--- src/rtl/cpu_run_ctrl.sv ---
// Run/pause/single-step controller for the 6502 core.
// Debounces the board keys and drives cpu_reset / cpu_ce.
module cpu_run_ctrl #(
  parameter int unsigned RESET_CYCLES    = 255,
  parameter int unsigned DEBOUNCE_CYCLES = 20000,
  parameter int unsigned CE_DIV          = 1,
  parameter bit          BOOT_RUN        = 1'b1
) (
  input  logic       clk,
  input  logic       reset,
  input  logic       key_run_n,
  input  logic       key_step_n,
  input  logic       key_rst_n,
  output logic       cpu_reset,
  output logic       cpu_ce,
  output logic       running,
  output logic [1:0] state
);

  typedef enum logic [1:0] {
    ST_HOLD  = 2'd0,
    ST_RUN   = 2'd1,
    ST_PAUSE = 2'd2,
    ST_STEP  = 2'd3
  } state_e;

  localparam int KRUN  = 0;
  localparam int KSTEP = 1;
  localparam int KRST  = 2;

  localparam logic [19:0] DB_MAX   = 20'(DEBOUNCE_CYCLES - 1);
  localparam logic [15:0] HOLD_MAX = 16'(RESET_CYCLES - 1);
  localparam logic [15:0] CE_MAX   = 16'(CE_DIV - 1);

  logic [2:0] key_n;
  logic [2:0] s1_q, s1_d;
  logic [2:0] s2_q, s2_d;
  logic [2:0] db_q, db_d;
  logic [2:0] ev_q, ev_d;
  logic [2:0][19:0] cnt_q, cnt_d;

  state_e      state_q, state_d;
  logic [15:0] hold_cnt_q, hold_cnt_d;
  logic [15:0] ce_cnt_q, ce_cnt_d;

  assign key_n = {key_rst_n, key_step_n, key_run_n};

  // Press event fires only on the accepted 1->0 transition of db.
  always_comb begin
    s1_d  = key_n;
    s2_d  = s1_q;
    db_d  = db_q;
    ev_d  = '0;
    cnt_d = '0;
    for (int i = 0; i < 3; i++) begin
      if (s2_q[i] != db_q[i]) begin
        if (cnt_q[i] == DB_MAX) begin
          db_d[i] = s2_q[i];
          ev_d[i] = db_q[i];
        end else begin
          cnt_d[i] = cnt_q[i] + 20'd1;
        end
      end
    end
  end

  always_comb begin
    state_d = state_q;
    unique case (state_q)
      ST_HOLD: begin
        if (hold_cnt_q == HOLD_MAX)
          state_d = BOOT_RUN ? ST_RUN : ST_PAUSE;
      end
      ST_RUN: begin
        if (ev_q[KRUN]) state_d = ST_PAUSE;
      end
      ST_PAUSE: begin
        if (ev_q[KRUN])       state_d = ST_RUN;
        else if (ev_q[KSTEP]) state_d = ST_STEP;
      end
      ST_STEP: state_d = ST_PAUSE;
    endcase
    if (ev_q[KRST]) state_d = ST_HOLD;

    hold_cnt_d = '0;
    if (state_q == ST_HOLD && state_d == ST_HOLD
        && !ev_q[KRST])
      hold_cnt_d = hold_cnt_q + 16'd1;

    // ce_cnt restarts on every entry into RUN.
    ce_cnt_d = '0;
    if (state_q == ST_RUN && state_d == ST_RUN
        && ce_cnt_q != CE_MAX)
      ce_cnt_d = ce_cnt_q + 16'd1;
  end

  always_ff @(posedge clk) begin
    if (reset) begin
      s1_q       <= '1;
      s2_q       <= '1;
      db_q       <= '1;
      ev_q       <= '0;
      cnt_q      <= '0;
      state_q    <= ST_HOLD;
      hold_cnt_q <= '0;
      ce_cnt_q   <= '0;
    end else begin
      s1_q       <= s1_d;
      s2_q       <= s2_d;
      db_q       <= db_d;
      ev_q       <= ev_d;
      cnt_q      <= cnt_d;
      state_q    <= state_d;
      hold_cnt_q <= hold_cnt_d;
      ce_cnt_q   <= ce_cnt_d;
    end
  end

  assign state     = state_q;
  assign cpu_reset = (state_q == ST_HOLD);
  assign running   = (state_q == ST_RUN);
  assign cpu_ce    = (state_q == ST_RUN && ce_cnt_q == CE_MAX)
                   || (state_q == ST_STEP);

endmodule
--- config.mk ---
export PLATFORM = sky130hd
export DESIGN_NAME = cpu_run_ctrl
export DESIGN_NICKNAME = d
export VERILOG_FILES = /design/src/rtl/cpu_run_ctrl.sv
export SDC_FILE = /design/constraint.sdc
export NUM_CORES = 1
export LEC_CHECK = 0
export CORE_MARGIN = 2
export CORE_UTILIZATION = 44
export DETAILED_ROUTE_END_ITERATION = 10
export MAX_ROUTING_LAYER = met4
export RECOVER_POWER = 50
export SLEW_MARGIN = 20
export SYNTH_ARGS = -nofsm -noshare
export SYNTH_HDL_FRONTEND = slang
export SYNTH_SLANG_ARGS = --single-unit
--- constraint.sdc ---
create_clock -name clk -period 3.6 [get_ports clk]
set_input_delay 0.54 -clock clk [delete_from_list [all_inputs] [get_ports clk]]
set_output_delay 0.54 -clock clk [all_outputs]
set_load 0.02 [all_outputs]
==> results.rst, run 1 <==
.. list-table::
   :header-rows: 1

   * - Metric
     - Value
   * - Area growth, synth to finish
     - 8.994%
   * - Max clock buf depth
     - 2
   * - FILL cells
     - 998
   * - # Max-Cap Violations
     - 0
   * - ANT cells
     - 0
   * - Maximum clock frequency
     - about 370 MHz
   * - Transition time at the pin with the least slew margin
     - ~1.1 ns
   * - Flip-flop and latch count after synthesis
     - roughly 110
   * - Post-Synthesis Net Count
     - approximately 550
   * - Count of non-filler cells in the finished layout
     - slightly below 700
   * - Fraction of final layout cells with drive strength greater than 1
     - 4.745%
   * - Clock tree root driver cell
     - clkbuf_8
   * - Initial antenna violation count
     - 0
   * - TNS Setup
     - 0 ns
   * - Count of vias placed by the detailed router
     - around 3700
   * - Final ANT Viol Nets
     - 0
   * - Number of hold-repair buffers added at the cts stage
     - 0
   * - Post-DR vias/cell
     - about 5.4
   * - Number of hold violations in the final report
     - 0
   * - Netlist area before placement
     - around 0.0047 mm2
   * - Drt first pass iters
     - 4
   * - Leakage component of the power
     - between 0.0015 and 0.002 uW
   * - Post-route DRC
     - 0
   * - Chip Height
     - 107.2 um
   * - Clock latency reported for the late side of the worst-skew pair
     - 0.37 ns
   * - Clock tree from TritonCTS
     - built
   * - Maximum number of pins on one net before global-route repair
     - 20
   * - Worst-path maximum fanout
     - 6
   * - Clk pin slew, worst setup/hold paths
     - ~0.1 ns
   * - Detail-routed net length per standard cell
     - approximately 13 um
   * - Sequential fraction of the synthesis area
     - approximately 45%
   * - Buffers on Ports
     - 9
   * - Routability Congestion
     - a little over 0.8
   * - Cell chain of the critical path
     - inv_1 -> ha_1 -> nor4b_1 -> nand4_1 -> a21boi_0 -> clkdlybuf4s50_1
   * - Buffers inserted by post-CTS timing repair
     - 0
   * - H-tree levels
     - 3
   * - Slew HR
     - between 20 and 30%
   * - Wire length of the first global-routing pass
     - around 15000 um
   * - Endpoint type of the worst setup path
     - primary output
   * - Number of enable-type register cells in the synthesized netlist
     - 0
   * - Cts bufs inserted
     - 9
   * - GRT Resource Usage Total
     - 16.83%
   * - Count of standard-cell rows
     - 37
   * - Most used DFF post-synth
     - dfxtp_1
   * - Synthesized instance count
     - ~540
   * - Via count of the first global-routing pass
     - 3382
   * - Crit path arrival time
     - ~2.2 ns
   * - Overflow after GRT
     - 0
   * - Die area
     - 0.01150 mm2
   * - Number of DRC markers after the initial detailed-route iteration
     - ~140
   * - Setup violations, final
     - 0
   * - Worst path required time
     - 3.06 ns
   * - Fraction of synthesis flops using an asynchronous set or reset pin
     - 0%
   * - Floorplan core area
     - ~0.010 mm2
   * - Detail Placement HPWL
     - 6028 um
   * - Largest voltage drop on the vdd net
     - between 200 and 250 uV
   * - Num ports
     - 10
   * - Final Skew
     - between 0.01 and 0.015 ns
   * - Element type at the critical path start
     - flip-flop
   * - Power density normalized to cell area
     - roughly 390 mW/mm2
   * - Final Max Slew Viols
     - 0
   * - Net count of the finished layout
     - between 500 and 600
   * - Commonest non-fill, non-tap cells in the layout
     - dfxtp_1 (106), nor2_1 (91), xor2_1 (35)
   * - Distinct cells, synth
     - 39
   * - Most frequent standard cell in the layout excluding fill and tap cells
     - dfxtp_1
   * - Horizontal extent of the die
     - 107.2 um
   * - Placed Instances
     - between 600 and 700
   * - RSZ-0062 raised after global routing
     - no
   * - Synthesized area per cell
     - about 8.7 um2
   * - Slowest stage cell, crit path
     - clkdlybuf4s50_1
   * - Count of synthesis-stage warnings from yosys
     - 0
   * - Run status
     - finished, final reports clean
   * - Classification of the worst setup path
     - flip-flop to primary output
   * - Initial core utilization
     - between 40% and 50%
   * - Post-cts resize count
     - 0
   * - Total wirelength of the detailed-routed design
     - 8660 um
   * - Post-route fraction of the period consumed by the critical path
     - between 70% and 80%
   * - Slowest Stage Delay on Critical Path
     - 0.64 ns
   * - Worst hold path type
     - flip-flop to flip-flop
   * - CTS sink cnt
     - about 110
   * - Final critical delay including setup and external delays
     - ~2.7 ns
==> final timing paths <==
path	startpoint	to	slack (ns)	depth (start not counted)
worst max-delay path	ce_cnt_q[0]	cpu_ce	0.87	6
worst min-delay path	s1_q[0]	s2_q[0]	0.42	1
worst max register to register	cnt_q[40]	cnt_q[57]	1.14	5
worst min register to register	s1_q[0]	s2_q[0]	0.42	1
==> cells by family after synthesis <==
family	count (synthesis)	share of synthesized area, %
flops	106	45.26
buf+inv	31	2.509
mux	1	0.2135
fa+ha+maj	7	1.868
compound gates	46	6.272
simple gates	277	31.17
xor+xnor	68	12.70
==> cell type report <==
type / instances / area [um2] / share of cell area, %
repair buffers: 11 / 101.3 / 1.983
multi-input cells: 399 / 2452 / 47.99
inverters: 17 / 63.81 / 1.249
clock inverters: 3 / 65.06 / 1.273
flip-flops and latches: 106 / 2122 / 41.53
clock buffers: 12 / 135.1 / 2.644
well taps: 136 / 170.2 / 3.330
==> sequential cells by signal, summed over array words and instances (netlist names) <==
register,cells
cnt_q,60
ce_cnt_q,16
hold_cnt_q,16
db_q,3
ev_q,3
s1_q,3
s2_q,3
state,2
==> synth_stat cells (3+ instances only) <==
| library cell | instances | share of area (%) |
|---|---|---|
| clkbuf_1 | 13 | 1.0 |
| nor4b_1 | 6 | 1.1 |
| or3_1 | 8 | 1.1 |
| nor4_1 | 17 | 2.3 |
| xor2_1 | 35 | 6.5 |
| nor3_1 | 15 | 1.6 |
| nand4_1 | 34 | 4.5 |
| o21ba_2 | 3 | 0.64 |
| xnor2_1 | 33 | 6.2 |
| dfxtp_1 | 106 | 45 |
| ha_1 | 7 | 1.9 |
| nor2_1 | 91 | 7.3 |
| and3_1 | 8 | 1.1 |
| and4_1 | 13 | 2.4 |
| nand2_1 | 28 | 2.2 |
| nand3_1 | 29 | 3.1 |
| or2_2 | 6 | 0.80 |
| a21oi_1 | 14 | 1.5 |
| o21a_1 | 3 | 0.48 |
| o21ai_0 | 10 | 1.1 |
| inv_1 | 17 | 1.4 |
| or4_1 | 10 | 1.6 |
| and2_1 | 4 | 0.53 |
| o31ai_1 | 6 | 0.96 |
==> report_power, final <==
part           switching, uW  internal (uW)  total (uW)
sequential              5.89           1180        1180
clock                    381            388         769
combinational           16.1           11.8        27.8
total                    403           1580        1980
==> metrics by stage <==
stage	util [%]	hold WS [ns]	power, uW	worst slack, ns	area [um2]
2_1_floorplan	-	0.3895	1231	1.626	4688
3_3_place_gp	47.56	0.3915	1240	1.060	4910
3_5_place_dp	47.59	0.3952	1241	0.9665	4913
4_1_cts	49.53	0.4191	2014	0.7705	5114
5_1_grt	49.50	0.4300	2061	0.6514	5110
6_report	49.50	0.4150	1982	0.8661	5110
==> layer usage <==
layer	GRT usage, %	part of all wire (%)	vias up
met5	-	0	-
met4	5.473	1.2	0
li1	-	-	1911
met1	20.48	49	1715
met2	26.45	46	33
met3	5.532	3.7	8
==> worst max-delay path: cells and delay by family (launching register included) <==
family	cells	cell delay (ns)
buffers and inverters	2	0.71
adders and majority gates	1	0.13
AOI/OAI and AO/OA	1	0.24
DFF	1	0.37
and+or+nand+nor	2	0.37
No activity file was read; power rests on OpenSTA's default activity.
==> run 2, diff against run 1 <==
==> constraint.sdc (replaced) <==
create_clock -name clk -period 2.3 [get_ports clk]
set_input_delay 0.345 -clock clk [delete_from_list [all_inputs] [get_ports clk]]
set_output_delay 0.345 -clock clk [all_outputs]
set_load 0.02 [all_outputs]
==> results.rst, run 2 (synthesis results as in run 1) <==
.. list-table::
   :header-rows: 1

   * - Metric
     - Value
   * - Number of DRC markers after the initial detailed-route iteration
     - 115 (-16%)
   * - Slew HR
     - 56.46% (+28 points)
   * - Crit path arrival time
     - 1.78 ns (-0.41 ns)
   * - Placed Instances
     - 678 (+1.3%)
   * - Count of vias placed by the detailed router
     - 3707 (+1.1%)
   * - Num ports
     - 10 (unchanged)
   * - Total wirelength of the detailed-routed design
     - 8860 um (+2.3%)
   * - Post-DR vias/cell
     - 5.341 (-0.37%)
   * - Power density normalized to cell area
     - 618.6 mW/mm2 (+60%)
   * - Fraction of final layout cells with drive strength greater than 1
     - 6.452% (+1.7 points)
   * - Overflow after GRT
     - 0 (unchanged)
   * - Largest registers ranked by flip-flop count
     - cnt_q: 60 flops, ce_cnt_q: 16 flops, hold_cnt_q: 16 flops
   * - Run status
     - finished, final reports clean
   * - Largest register FFs
     - 60 (unchanged)
   * - Drt first pass iters
     - 4 (unchanged)
   * - Worst hold path type
     - flip-flop to flip-flop
   * - Post-route DRC
     - 0 (unchanged)
   * - Maximum clock frequency
     - 470.7 MHz
   * - CTS sink cnt
     - 106 (unchanged)
   * - GRT Resource Usage Total
     - 17.07% (+0.23 points)
   * - Place WS
     - 0.1320 ns (-0.8346 ns)
   * - Maximum number of pins on one net before global-route repair
     - 20 (unchanged)
   * - Count of standard-cell rows
     - 37 (unchanged)
   * - Wire length of the first global-routing pass
     - 15520 um (+1.5%)
   * - Commonest non-fill, non-tap cells in the layout
     - dfxtp_1 (106), nor2_1 (91), xor2_1 (35)
   * - Final ANT Viol Nets
     - 0 (unchanged)
   * - Buffers inserted by post-CTS timing repair
     - 0 (unchanged)
   * - Most frequent standard cell in the layout excluding fill and tap cells
     - dfxtp_1
   * - Buffers on Ports
     - 9 (unchanged)
   * - Leakage component of the power
     - 0.001597 uW (+2.7%)
   * - Via count of the first global-routing pass
     - 3417 (+1.0%)
   * - Final critical delay including setup and external delays
     - roughly 2.1 ns
   * - Cts bufs inserted
     - 9 (unchanged)
   * - Slowest stage cell, crit path
     - clkdlybuf4s50_1
   * - TNS Setup
     - 0 ns (unchanged)
   * - Worst-case setup margin in the final layout
     - 0.1756 ns (-0.6905 ns)
   * - H-tree levels
     - 3 (unchanged)
   * - Clock tree root driver cell
     - clkbuf_8
   * - Crit-path leading delay family
     - buffers and inverters
   * - Horizontal extent of the die
     - 107.2 um (unchanged)
   * - Clock latency reported for the late side of the worst-skew pair
     - 0.37 ns (about the same)
   * - Largest voltage drop on the vdd net
     - 337.4 uV (+44%)
   * - Initial antenna violation count
     - 0 (unchanged)
   * - Count of non-filler cells in the finished layout
     - 694 (+1.5%)
   * - Setup violations, final
     - 0 (unchanged)
   * - ANT cells
     - 0 (unchanged)
   * - Net count of the finished layout
     - 565 (+1.6%)
   * - Transition time at the pin with the least slew margin
     - 0.6532 ns (-0.4021 ns)
   * - Number of hold violations in the final report
     - 0 (unchanged)
   * - Clk pin slew, worst setup/hold paths
     - 0.10 ns (about the same)
   * - Detail Placement HPWL
     - 6184 um (+2.6%)
   * - Worst-path maximum fanout
     - 7 (+1)
   * - Post-route fraction of the period consumed by the critical path
     - between 90 and 100%
   * - Initial core utilization
     - 45.41% (unchanged)
   * - Number of hold-repair buffers added at the cts stage
     - 0 (unchanged)
   * - Endpoint type of the worst setup path
     - primary output
   * - Chip Height
     - 107.2 um (unchanged)
   * - Routability Congestion
     - 0.8541 (+4.9%)
   * - Max clock buf depth
     - 2 (unchanged)
   * - Area growth, synth to finish
     - 10.70%
   * - Count of buffer and inverter cells on the critical path
     - 1 (-1)
   * - Final Max Slew Viols
     - 0 (unchanged)
   * - Register with the most flip-flops
     - cnt_q
   * - Cell chain of the critical path
     - nor2b_1 -> clkdlybuf4s50_1
   * - Detail-routed net length per standard cell
     - 12.77 um (+0.84%)
   * - RSZ-0062 raised after global routing
     - no
   * - Clock tree from TritonCTS
     - built
   * - Classification of the worst setup path
     - flip-flop to primary output
   * - Final Skew
     - 0.005808 ns (-0.005910 ns)
   * - FILL cells
     - 976 (-2.2%)
   * - Floorplan core area
     - 0.01032 mm2 (unchanged)
   * - Slowest Stage Delay on Critical Path
     - 0.65 ns (about the same)
   * - Die area
     - 0.01150 mm2 (unchanged)
   * - # Max-Cap Violations
     - 0 (unchanged)
   * - Worst path required time
     - 1.96 ns (-1.10 ns)
   * - Element type at the critical path start
     - flip-flop
## run 2: cell types whose count changed in the layout (fill, tap and decap cells not counted), moves of 2 or more
cell           before  now
buf_4               1    6
clkbuf_2            0    2
clkbuf_8            9   11
dlygate4sd3_1       3    1
## run 2: timing repair
action,4_1_cts,5_1_grt
gates resized for setup,2,3
pin swaps,0,0
setup endpoints to repair,1,1
## run 2: worst paths after layout
| path | startpoint | to | slack, ns | depth (start not counted) |
|---|---|---|---|---|
| setup / recovery | state[0] | running | 0.18 | 2 |
| hold / removal | s1_q[2] | s2_q[2] | 0.42 | 1 |
| setup reg to reg | cnt_q[24] | cnt_q[38] | 0.25 | 4 |
| hold reg to reg | s1_q[2] | s2_q[2] | 0.42 | 1 |
## run 2: per-stage QoR
| stage | power (uW) | util (%) | area, um2 | hold WS (ns) |
|---|---|---|---|---|
| finish | 3210 | 50.27 | 5190 | 0.4153 |
| global route | 3331 | 50.27 | 5190 | 0.4318 |
| CTS | 3249 | 50.43 | 5206 | 0.4164 |
| detailed placement | 1949 | 48.21 | 4977 | 0.3929 |
| global placement | 1946 | 48.21 | 4977 | 0.3925 |
| floorplan | 1926 | - | 4688 | 0.3895 |
## run 2: cell type report
class | count | area [um2] | area share [%]
repair buffers | 20 | 150.1 | 2.893
clock buffers | 12 | 155.1 | 2.989
clock inverters | 4 | 73.82 | 1.422
inverters | 17 | 63.81 | 1.230
flip-flops and latches | 106 | 2122 | 40.89
multi-input cells | 399 | 2455 | 47.30
well taps | 136 | 170.2 | 3.279
## run 2: report_power, final
part | switching (uW) | internal [uW]
Combinational | 26.8 | 21.0
Sequential | 9.47 | 1840
Clock | 634 | 674
Total | 670 | 2540
## run 2: routing by layer
metal	vias up	part of all wire (%)	track usage [%]
met4	0	1.7	7.236
met1	1733	49	20.98
met2	35	47	26.90
met5	-	0	-
met3	11	2.8	4.012
li1	1928	-	-
==> edit: new RTL, settings of run 1 <==
The parameter `BOOT_RUN` goes from 1'b1 to 1'b0.
--- a/src/rtl/cpu_run_ctrl.sv
+++ b/src/rtl/cpu_run_ctrl.sv
@@ -4,7 +4,7 @@
   parameter int unsigned RESET_CYCLES    = 255,
   parameter int unsigned DEBOUNCE_CYCLES = 20000,
   parameter int unsigned CE_DIV          = 1,
-  parameter bit          BOOT_RUN        = 1'b1
+  parameter bit          BOOT_RUN        = 1'b0
 ) (
   input  logic       clk,
   input  logic       reset,
Function: no difference found for any inputs over 10 cycles, from zero or initial values and one cycle with reset high; that may be too few to reach the edited logic, so the function may still have changed.
==> edit against run 1 <==
- the run now ends with capacitance limit, slew limit left
- worst hold slack better by 0.0019 ns
- clock skew down 0.0029 ns
- cell area about the same
- worst setup slack worse by 0.14 ns
- wire length rose by 0.33%
- area after synthesis grew 0.91%
- core utilization shrank 0.17 points
- power fell by 1.9%
- sequential cell count did not move
- first-iteration DRC count up 15%
- critical path type is now flop to flop
==> edit: results (changes against run 1) <==
status:
  status: "complete, but fails checks"
  violations: "capacitance limit, slew limit"
routing:
  drt-pass1-iter-count: 4  # unchanged
  via_per_inst: 5.35  # -0.20%
  wl_met2_um: 4150  # +5.1%
  wl_per_cell_um: 12.7  # +0.19%
  routed_wirelength_um: 8690  # +0.33%
  dr_wl_met3_um: 254  # -21%
  drtIter0Drc: 158  # +15%
  wl_met1_um: 4240  # -1.0%
  top_layer: "met4"
worst_hold_path:
  min_from: "s1_q[2]"
  hp-class: "flop to flop"
  min_to: "s2_q[2]"
critical_path:
  r2r_slack_ns: 0.73  # -0.41 ns
  startpoint: "cnt_q[40]"
  cp.arrival_ns: 3.06  # +0.87 ns
  cp-endpoint: "cnt_q[42]"
  path_max_fanout: 18  # +12
clock_network:
  clock_path_buffers: 2  # unchanged
  cts_buffers: 9  # unchanged
  root_buffer: "clkbuf_8"
  postCtsSetupRepairBufs: 0  # unchanged
  cts_resized: 0  # unchanged
  htreeDepth: 3  # unchanged
global_route:
  grt_pass1_wl_um: 15500  # +1.2%
  grt_usage_pct: 16.9  # +0.058 points
  grt_pass1_vias: 3465  # +2.5%
  antenna_found_initial: 0  # unchanged
  grt_start_max_net_pins: 19  # -5.0%
synthesis:
  syn_nets: 548  # unchanged
  synth_area_per_cell_um2: 8.83  # +0.91%
  ys_warn_count: 0  # unchanged
  synthArstFlopShare_pct: 0  # unchanged
  ys_seq_area_share_pct: 44.9  # -0.41 points
  synth_commonest_cells: "dfxtp_1 (106), nor2_1 (89), nand3_1 (41)"
  synth.area.top_cells: "dfxtp_1 (45%), nor2_1 (7.1%), xnor2_1 (7.0%)"
cells_and_area:
  diodes: 0  # unchanged
  drive_gt1_share_pct: 4.37  # -0.37 points
  final_util_pct: 49.3  # -0.17 points
  nFillCells: 1015  # +1.7%
  nets: 556  # unchanged
placed_design:
  port_buffers: 9  # unchanged
  hpwlAfterDp_um: 6130  # +1.7%
  post-place-ws_ns: 1.15  # +0.184 ns
  place_area_mm2: 0.00494  # +0.56%
  place_inst: 669  # unchanged
  gp_congestion: 0.816  # +0.18%
timing:
  holdWs_ns: 0.417  # +0.00186 ns
  fin_skew_ns: 0.00879  # -0.00293 ns
  fin_crit_ns: 2.87  # +0.141 ns
  maxSlewViolCount: 37  # +37
  tightest_slew_ns: 1.85  # +0.795 ns
power:
  cellPowerDensity_mw_per_mm2: 380  # -2.0%
  netSwitchingPower_mw: 0.411  # +2.0%
  combinationalPower_mw: 0.0315  # +13%
  ir_worst_vdd_v: 0.000310  # +33%
  leakagePower_nw: 1.57  # +1.2%
run:
  maxCapViolations: 2  # +2
==> edit: final cells by class <==
cell class / count / area share, %
Tap cell: 136 / 3.33
Multi-Input combinational cell: 400 / 48.3
Sequential cell: 106 / 41.5
Clock inverter: 4 / 1.00
Inverter: 18 / 1.32
Timing Repair Buffer: 9 / 1.76
Clock buffer: 12 / 2.84
==> edit: cells by family (layout without fill, tap and decap cells) <==
group	after synthesis	after routing	share of synthesized area [%]
and+or+nand+nor	284	284	32.1
buffers and inverters	30	43	2.57
DFF	106	106	44.9
muxes	4	4	0.846
adders and majority gates	7	7	1.85
AOI/OAI and AO/OA	31	31	4.05
xor gates and xnor gates	74	74	13.7
==> edit: critical path, stage by stage, from the launching register on <==
cell and delay [ns]:
dfxtp_1 0.39, ha_1 0.22, and3_1 0.29, nand4_1 0.20
o21ai_0 1.45, nor2_1 0.14
==> edit: per-layer routing <==
layer / GRT usage (%) / up-vias
li1: - / 1920
met1: 21.2 / 1703
met2: 26.5 / 39
met3: 4.96 / 3
met4: 4.76 / 0
met5: - / -
